==> src/rtl/hit_detect.sv <==
// Hammer-button strike detector: synchronises and debounces the space button, scores one
// strike per push against the active-mole vector, and keeps saturating hit/miss counters.
module hit_detect #(
    parameter int N_MOLES  = 9,
    parameter int IDX_W    = 4,
    parameter int DEBOUNCE = 4,
    parameter int CNT_W    = 8
) (
    input  logic               clk,
    input  logic               rst_n,
    input  logic               space,
    input  logic               game_en,
    input  logic               clear_scores,
    input  logic [N_MOLES-1:0] mole_active,
    input  logic [IDX_W-1:0]   cursor,
    output logic               work,
    output logic               hit,
    output logic               miss,
    output logic [IDX_W-1:0]   hit_idx,
    output logic [CNT_W-1:0]   hit_count,
    output logic [CNT_W-1:0]   miss_count
);

    // state    | meaning
    // IDLE     | button released, waiting for space_s
    // DB_PRESS | space_s high, counting stable cycles before accepting the press
    // EVAL     | single cycle: strike scored on the edge leaving this state
    // HELD     | press accepted, waiting for space_s to drop
    // DB_REL   | space_s low, counting stable cycles before accepting the release

    localparam int DB_W = (DEBOUNCE > 1) ? $clog2(DEBOUNCE) : 1;
    localparam logic [DB_W-1:0] DB_LAST = DB_W'(DEBOUNCE - 1);

    typedef enum logic [2:0] {
        IDLE     = 3'd0,
        DB_PRESS = 3'd1,
        EVAL     = 3'd2,
        HELD     = 3'd3,
        DB_REL   = 3'd4
    } state_t;

    state_t          state;
    state_t          state_nx;
    logic [DB_W-1:0] cnt;
    logic [DB_W-1:0] cnt_nx;
    logic            sync_q1;
    logic            space_s;
    logic            work_nx;
    logic            mole_at;
    logic            strike_hit;
    logic            strike_miss;

    always_ff @(posedge clk or negedge rst_n) begin
        if (!rst_n) begin
            sync_q1 <= 1'b0;
            space_s <= 1'b0;
        end else begin
            sync_q1 <= space;
            space_s <= sync_q1;
        end
    end

    always_ff @(posedge clk or negedge rst_n) begin
        if (!rst_n) begin
            state <= IDLE;
            cnt   <= '0;
            work  <= 1'b0;
        end else begin
            state <= state_nx;
            cnt   <= cnt_nx;
            work  <= work_nx;
        end
    end

    always_comb begin
        state_nx = state;
        cnt_nx   = cnt;
        case (state)
            IDLE: begin
                if (space_s) begin
                    state_nx = DB_PRESS;
                    cnt_nx   = '0;
                end
            end
            DB_PRESS: begin
                if (!space_s) begin
                    state_nx = IDLE;
                end else if (cnt == DB_LAST) begin
                    state_nx = EVAL;
                end else begin
                    cnt_nx = cnt + DB_W'(1);
                end
            end
            EVAL: begin
                state_nx = HELD;
            end
            HELD: begin
                if (!space_s) begin
                    state_nx = DB_REL;
                    cnt_nx   = '0;
                end
            end
            DB_REL: begin
                if (space_s) begin
                    state_nx = HELD;
                end else if (cnt == DB_LAST) begin
                    state_nx = IDLE;
                end else begin
                    cnt_nx = cnt + DB_W'(1);
                end
            end
            default: begin
                state_nx = IDLE;
                cnt_nx   = '0;
            end
        endcase
    end

    always_comb begin
        work_nx = work;
        if (state_nx == EVAL) begin
            work_nx = 1'b1;
        end else if ((state == DB_REL) && (state_nx == IDLE)) begin
            work_nx = 1'b0;
        end
    end

    // Explicit match loop so an out-of-range cursor never indexes past mole_active.
    always_comb begin
        mole_at = 1'b0;
        for (int i = 0; i < N_MOLES; i++) begin
            if (cursor == IDX_W'(i)) begin
                mole_at = mole_active[i];
            end
        end
    end

    assign strike_hit  = (state == EVAL) && game_en && mole_at;
    assign strike_miss = (state == EVAL) && game_en && !mole_at;

    always_ff @(posedge clk or negedge rst_n) begin
        if (!rst_n) begin
            hit     <= 1'b0;
            miss    <= 1'b0;
            hit_idx <= '0;
        end else begin
            hit  <= strike_hit;
            miss <= strike_miss;
            if (strike_hit) begin
                hit_idx <= cursor;
            end
        end
    end

    always_ff @(posedge clk or negedge rst_n) begin
        if (!rst_n) begin
            hit_count  <= '0;
            miss_count <= '0;
        end else if (clear_scores) begin
            hit_count  <= '0;
            miss_count <= '0;
        end else begin
            if (strike_hit && (hit_count != '1)) begin
                hit_count <= hit_count + CNT_W'(1);
            end
            if (strike_miss && (miss_count != '1)) begin
                miss_count <= miss_count + CNT_W'(1);
            end
        end
    end

endmodule

==> config.mk <==
export PLATFORM = sky130hd
export DESIGN_NAME = hit_detect
export DESIGN_NICKNAME = d
export VERILOG_FILES = /design/src/rtl/hit_detect.sv
export SDC_FILE = /design/constraint.sdc
export NUM_CORES = 1
export LEC_CHECK = 0
export BUFFER_PORTS_ARGS = -buffer_cell sky130_fd_sc_hd__buf_4
export CORE_AREA = 4 4 72 60
export DETAILED_ROUTE_END_ITERATION = 6
export DIE_AREA = 0 0 76 64
export PLACE_DENSITY = 0.73
export SLEW_MARGIN = 20
export SYNTH_ARGS = -nofsm -noshare
export SYNTH_HDL_FRONTEND = slang
export SYNTH_SLANG_ARGS = --single-unit
==> constraint.sdc <==
create_clock -name clk -period 1.8 [get_ports clk]
set_clock_uncertainty 0.15 [all_clocks]
set_input_delay 0 -clock clk [delete_from_list [all_inputs] [get_ports clk]]
set_output_delay 0 -clock clk [all_outputs]
set_load 0.01 [all_outputs]
==> run metrics, run 1 <==
Initial Util=42.7%; adder-cell share of the synthesized area=2.39%; fin. max-slew vios=0; CP max FO=5; total track usage=17.9%; grt ovf=0; final worst path period share=108%; Ports=41; CP Data Arrival Time=roughly 2.0 ns; CTS tree=yes; failing checks=setup timing; CTS max path bufs=2; Peak Freq=516 MHz; CP endpoint kind=flip-flop; Final Hold Fails=0; hpwl dp=between 3 and 4 mm; Synth Area in Compound Gates=12.2%; slowest stage cell, crit path=dfrtp_1; DIE AREA=0.00486 sq mm; critical path's largest stage delay=around 0.39 ns; Register Area=752 sq um; Final Setup Violations=8; Clock Latency Late Sink=0.28 ns; Core Footprint=0.00368 sq mm; power per cell area=834 mW/mm^2; kind of critical path=flip-flop to flip-flop; r2r setup slk=-0.14 ns; layout cell share with drive strength beyond 1=a little under half; Setup WS pre-CTS=-0.140 ns; fin crit period=1.94 ns; clock sink count=30; vias per std cell=5.37; via count=1466; synth warn=0; number of global-route vias before repair=1488; Antenna Nets Post-Route=0; DRT iter0 DRCs=52; final layout net count=249; CTS clk-pin slew, worst paths=0.07 ns; fill count=292; multi-input logic area=863 sq um; hold_ws=0.0311 ns; DRT Pass-1 Iters=4; max cap viols=0; Req. time, crit path=1.86 ns; Layout Cells excl Fill=273; Num CTS Buffers=5; RR Startpoint=state[2]; initial antenna violation count=0; Die Y=64 um; cell count after synthesis=150; RSZ-0062 raised after global routing=yes; global-route wire length before repair=7.02 mm; Port-buffer cells=40; synth unique cells=43; row count=20; worst min-delay path class=input port to async pin; Post-Syn Area=0.00157 sq mm; Syn-to-layout area delta=51.7%; DR DRC count=0; largest family of logic cells by synthesized area=simple AND/OR/NAND/NOR gates; FF-to-FF path depth=6; sequential area share after synthesis=47.8%; reg2reg end=miss_count[3]; Post-Place Cells=252; largest net degree at the start of global routing=31; flops & latches, synth=30; Placer Congestion=approximately 0.8; Post-Synth Simple-Gate Area=about a fifth; WL/cell=15.8 um; CTS root buf=clkbuf_8; Syn Nets=171; CP cell instances=and4bb_2 > a21boi_4 > o211ai_4 > buf_6 > or3_1 > a21oi_2; Worst setup SP type=flip-flop; Worst-Margin Slew=slightly above 0.5 ns; final worst slack=-0.139 ns; total wire length=4.33 mm; status=finished with violations; Slew headroom=65.7%; final antenna diode count=0; mux share of post-synthesis cell area=between 10% and 20%; htree depth=2; Peak VDD IR=roughly 0.7 mV; DIE WIDTH=76 um; Leak Pwr=1.09 nW; Mean Syn Cell Area=between 10 and 15 sq um; Synth Area in XOR/XNOR=~2.2%
-- layout by cell type, fill, tap and decap left out, types with 4 or more instances in the layout --
cell / n
buf_4: 66
dfrtp_1: 29
nor2_1: 13
nand2_1: 8
dlygate4sd3_1: 8
o21ai_0: 7
inv_1: 6
a21oi_2: 6
clkbuf_8: 6
nor2b_1: 5
mux2_2: 5
a21oi_1: 4
nand3_1: 4
nand4_1: 4
mux2i_1: 4
-- where the power goes --
part	leakage [nW]	internal, mW	switching [mW]	total (mW)
combinational	0.644	0.330	0.290	0.620
clock	0.0482	0.308	0.245	0.553
sequential	0.399	0.761	0.0522	0.813
total	1.09	1.40	0.588	1.99
-- routing by layer --
layer,vias to the layer above,share of wire (%),wire length [um],global-route usage [%]
met1,716,40,1750,20.2
met3,5,5.3,229,5.07
met5,-,0,0,0
li1,703,-,-,-
met4,0,1.2,53,5.11
met2,42,53,2290,32.6
-- synth_stat cells, drive strengths merged --
cell type / count / area (sq um)
and4: 3 / 26.3
o31ai: 2 / 15.0
and4bb: 1 / 12.5
xor2: 1 / 8.76
mux4: 2 / 45.0
nor2b: 5 / 31.3
nor4: 1 / 6.26
nor3: 4 / 25.0
or3: 5 / 31.3
o211ai: 1 / 12.5
a22oi: 1 / 7.51
mux2: 7 / 78.8
or4: 1 / 7.51
mux2i: 5 / 62.6
inv: 6 / 22.5
xnor2: 3 / 26.3
or2: 2 / 12.5
ha: 3 / 37.5
o22ai: 3 / 25.0
buf: 3 / 20.0
o21a: 1 / 7.51
clkbuf: 2 / 7.51
nand4: 4 / 25.0
dfrtp: 30 / 751
and3: 1 / 6.26
o21ai: 9 / 45.0
nor4b: 2 / 17.5
nand3: 4 / 20.0
a21boi: 1 / 7.51
a311oi: 1 / 8.76
a21oi: 10 / 50.1
a31oi: 2 / 12.5
nand2b: 2 / 12.5
nor2: 14 / 55.1
nand2: 8 / 30.0
-- repair_timing --
action                                  4_1_cts  5_1_grt
endpoints found under the setup margin       12       21
pin swaps                                     1        6
hold endpoints to repair                     50        1
hold buffers                                  8        1
gates resized for setup                       3       18
buffers inserted                              2        3
-- layout make-up --
cell class | instances | area share, %
timing repair buffer | 76 | 25.1
tap | 44 | 2.31
clock buffer | 7 | 3.62
inverter | 6 | 0.945
clock inverter | 1 | 0.210
multi-input combinational | 109 | 36.2
sequential | 30 | 31.6
-- how the worst max path moves through the flow --
stage | start | to | slack [ns] | cells after the start
floorplan | state[0] | miss_count[7] | -0.06 | 6
global placement | cursor[0] | miss_count[4] | -0.03 | 7
detailed placement | state[0] | miss_count[2] | -0.14 | 6
CTS | state[0] | miss_count[3] | -0.10 | 6
global route | state[2] | miss_count[2] | -0.18 | 6
finish | state[2] | miss_count[3] | -0.14 | 6
-- cell families (layout without fill, tap and decap cells) --
| group | Yosys count | count (layout) |
|---|---|---|
| AND/OR/NAND/NOR | 57 | 57 |
| AO/OA/AOI/OAI | 31 | 31 |
| flip-flops | 30 | 30 |
| multiplexers | 14 | 14 |
| buffers and inverters | 11 | 90 |
| XOR/XNOR | 4 | 4 |
| adder cells (fa/ha/maj) | 3 | 3 |
-- flip-flops by register name, indices dropped and copies added, names as in the netlist --
name,flops
hit_count,8
miss_count,8
hit_idx,4
state,3
cnt,2
hit,1
miss,1
space_s,1
sync_q1,1
work,1
-- through the flow --
stage | utilization [%] | TNS (ns) | total power, mW | instance area (sq um)
floorplan | - | -0.170 | 1.14 | 1590
global placement | 56.7 | -0.107 | 1.33 | 2080
detailed placement | 56.7 | -0.635 | 1.37 | 2080
CTS | 62.1 | -0.491 | 1.96 | 2290
global route | 64.8 | -1.19 | 2.11 | 2380
finish | 64.8 | -0.601 | 1.99 | 2380
-- worst max-delay path: cells and delay by family, from the launching register on --
| kind | cells | cell delay (ns) |
|---|---|---|
| buf+inv | 1 | 0.14 |
| flops | 1 | 0.39 |
| compound gates | 3 | 0.47 |
| simple gates | 2 | 0.72 |
No activity file was read; power rests on OpenSTA's default activity.
==> run 2: changes to the inputs <==
--- a/config.mk
+++ b/config.mk
@@ -9,7 +9,8 @@
 export CORE_AREA = 4 4 72 60
 export DETAILED_ROUTE_END_ITERATION = 6
 export DIE_AREA = 0 0 76 64
-export PLACE_DENSITY = 0.73
+export GPL_TIMING_DRIVEN = 0
+export PLACE_DENSITY = 0.71
 export SLEW_MARGIN = 20
 export SYNTH_ARGS = -nofsm -noshare
 export SYNTH_HDL_FRONTEND = slang
==> constraint.sdc (replaced) <==
create_clock -name clk -period 2.5 [get_ports clk]
set_clock_uncertainty 0.15 [all_clocks]
set_input_delay 0 -clock clk [delete_from_list [all_inputs] [get_ports clk]]
set_output_delay 0 -clock clk [all_outputs]
set_load 0.01 [all_outputs]
==> run metrics, run 2 (same netlist as run 1, synthesis figures left out) <==
status=completed; RR Startpoint=state[0]; Worst-Margin Slew=0.474 ns; Antenna Nets Post-Route=0; commonest cells after routing, fill and taps aside=39 x buf_4, 30 x dfrtp_1, 13 x nor2_1, 10 x a21oi_1; WL/cell=14.2 um; Initial Util=42.7%; Final Hold Fails=0; Peak Freq=451 MHz; max cap viols=0; Sw Ratio=28.8%; final worst path period share=88.6%; fill count=roughly 340; global-route wire length before repair=6.40 mm; DRT Pass-1 Iters=4; CTS tree=yes; row count=20; Worst setup SP type=input port; power per cell area=approximately 640 mW/mm^2; post-route cell area=~0.0021 sq mm; Syn-to-layout area delta=33.1%; final antenna diode count=0; Clock Latency Late Sink=0.28 ns; initial antenna violation count=0; Slew headroom=68.4%; clock sink count=30; hold_ws=0.0338 ns; CTS max path bufs=2; crit path from=cursor[1]; layout cell share with drive strength beyond 1=30.7%; CTS resizes=0; Post-CTS Hold Buffers=8; Ports=41; CTS root buf=clkbuf_8; RSZ-0062 raised after global routing=no; Seq pwr share=roughly 44%; Placer Congestion=0.896; final layout net count=225; Clk pwr share=29.5%; Setup Fix Bufs, Post-CTS=0; CP Data Arrival Time=2.23 ns; Peak VDD IR=0.424 mV; CTS clk-pin slew, worst paths=0.06 ns; hpwl dp=2.65 mm; Largest regs=hit_count: 8 flops, miss_count: 8 flops, hit_idx: 4 flops; final setup TNS=0 ns; largest net degree at the start of global routing=31; kind of critical path=input port to flip-flop; Num CTS Buffers=5; number of global-route vias before repair=1431; CP endpoint kind=flip-flop; DIE WIDTH=76 um; Req. time, crit path=2.52 ns; Port-buffer cells=39; total wire length=about 3.5 mm; DIE AREA=0.00486 sq mm; Leak Pwr=0.948 nW; Final Setup Violations=0; NetSw=0.383 mW; DP Area=0.00192 sq mm; total track usage=16.2%; CP max FO=5; DR DRC count=0; Die Y=64 um; Gate power share=26.8%; vias per std cell=roughly 5.4; DRT iter0 DRCs=47; fin. max-slew vios=0; grt ovf=0; htree depth=2; Pint=0.948 mW; via count=1342; fin crit period=roughly 2.2 ns; worst min-delay path class=input port to async pin; Core Footprint=between 0.003 and 0.004 sq mm; most common cell after layout, fill and taps aside=buf_4
==> run 2: area by class of cell <==
class | instances | area (sq um) | area share [%]
Sequential cell | 30 | 751 | 35.9
Clock buffer | 7 | 86.3 | 4.13
Inverter | 6 | 22.5 | 1.08
Buffer | 5 | 27.5 | 1.32
Timing Repair Buffer | 47 | 373 | 17.8
Multi-Input combinational cell | 109 | 769 | 36.8
Clock inverter | 1 | 5.00 | 0.240
Tap cell | 44 | 55.1 | 2.63
==> run 2: per-layer routing <==
layer  wire length (um)  vias to the layer above  track usage [%]
met1               1500                      659             19.0
met5                  0                        -                0
met2               1860                       26             27.8
met4                 31                        0             4.67
li1                   -                      653                -
met3                147                        4             5.92
==> run 2: worst paths after layout <==
kind	to	slack [ns]	cells after the start
min in group clk	space_s	0.20	0
max	hit_count[5]	0.28	7
max in group asynchronous	hit_idx[1]	1.88	2
min	work	0.03	2
max reg2reg	miss_count[7]	0.29	6
min reg2reg	space_s	0.20	0
==> run 2: through the flow <==
| step | worst slack [ns] | instances | utilization [%] | total power, mW |
|---|---|---|---|---|
| 5_1_grt | 0.116 | 249 | 56.8 | 1.43 |
| 4_1_cts | 0.254 | 249 | 56.8 | 1.35 |
| 2_1_floorplan | 0.476 | 150 | - | 0.810 |
| 3_3_place_gp | 0.342 | 233 | 52.1 | 0.917 |
| 3_5_place_dp | 0.296 | 233 | 52.1 | 0.942 |
| 6_report | 0.285 | 249 | 56.8 | 1.33 |
==> run 2: power groups by stage <==
stage	Sequential [mW]	Combinational, mW	Clock, mW
2_1_floorplan	0.601	0.209	0
3_3_place_gp	0.587	0.330	0
3_5_place_dp	0.593	0.349	0
4_1_cts	0.584	0.361	0.408
5_1_grt	0.591	0.403	0.438
6_report	0.583	0.357	0.392
==> run 2: critical path: stages <==
cell and delay, ns:
dlygate4sd3_1 0.54, buf_4 0.15, nor4b_1 0.44, o22ai_2 0.23
nor3_2 0.39, nand4_1 0.16, mux2_1 0.32
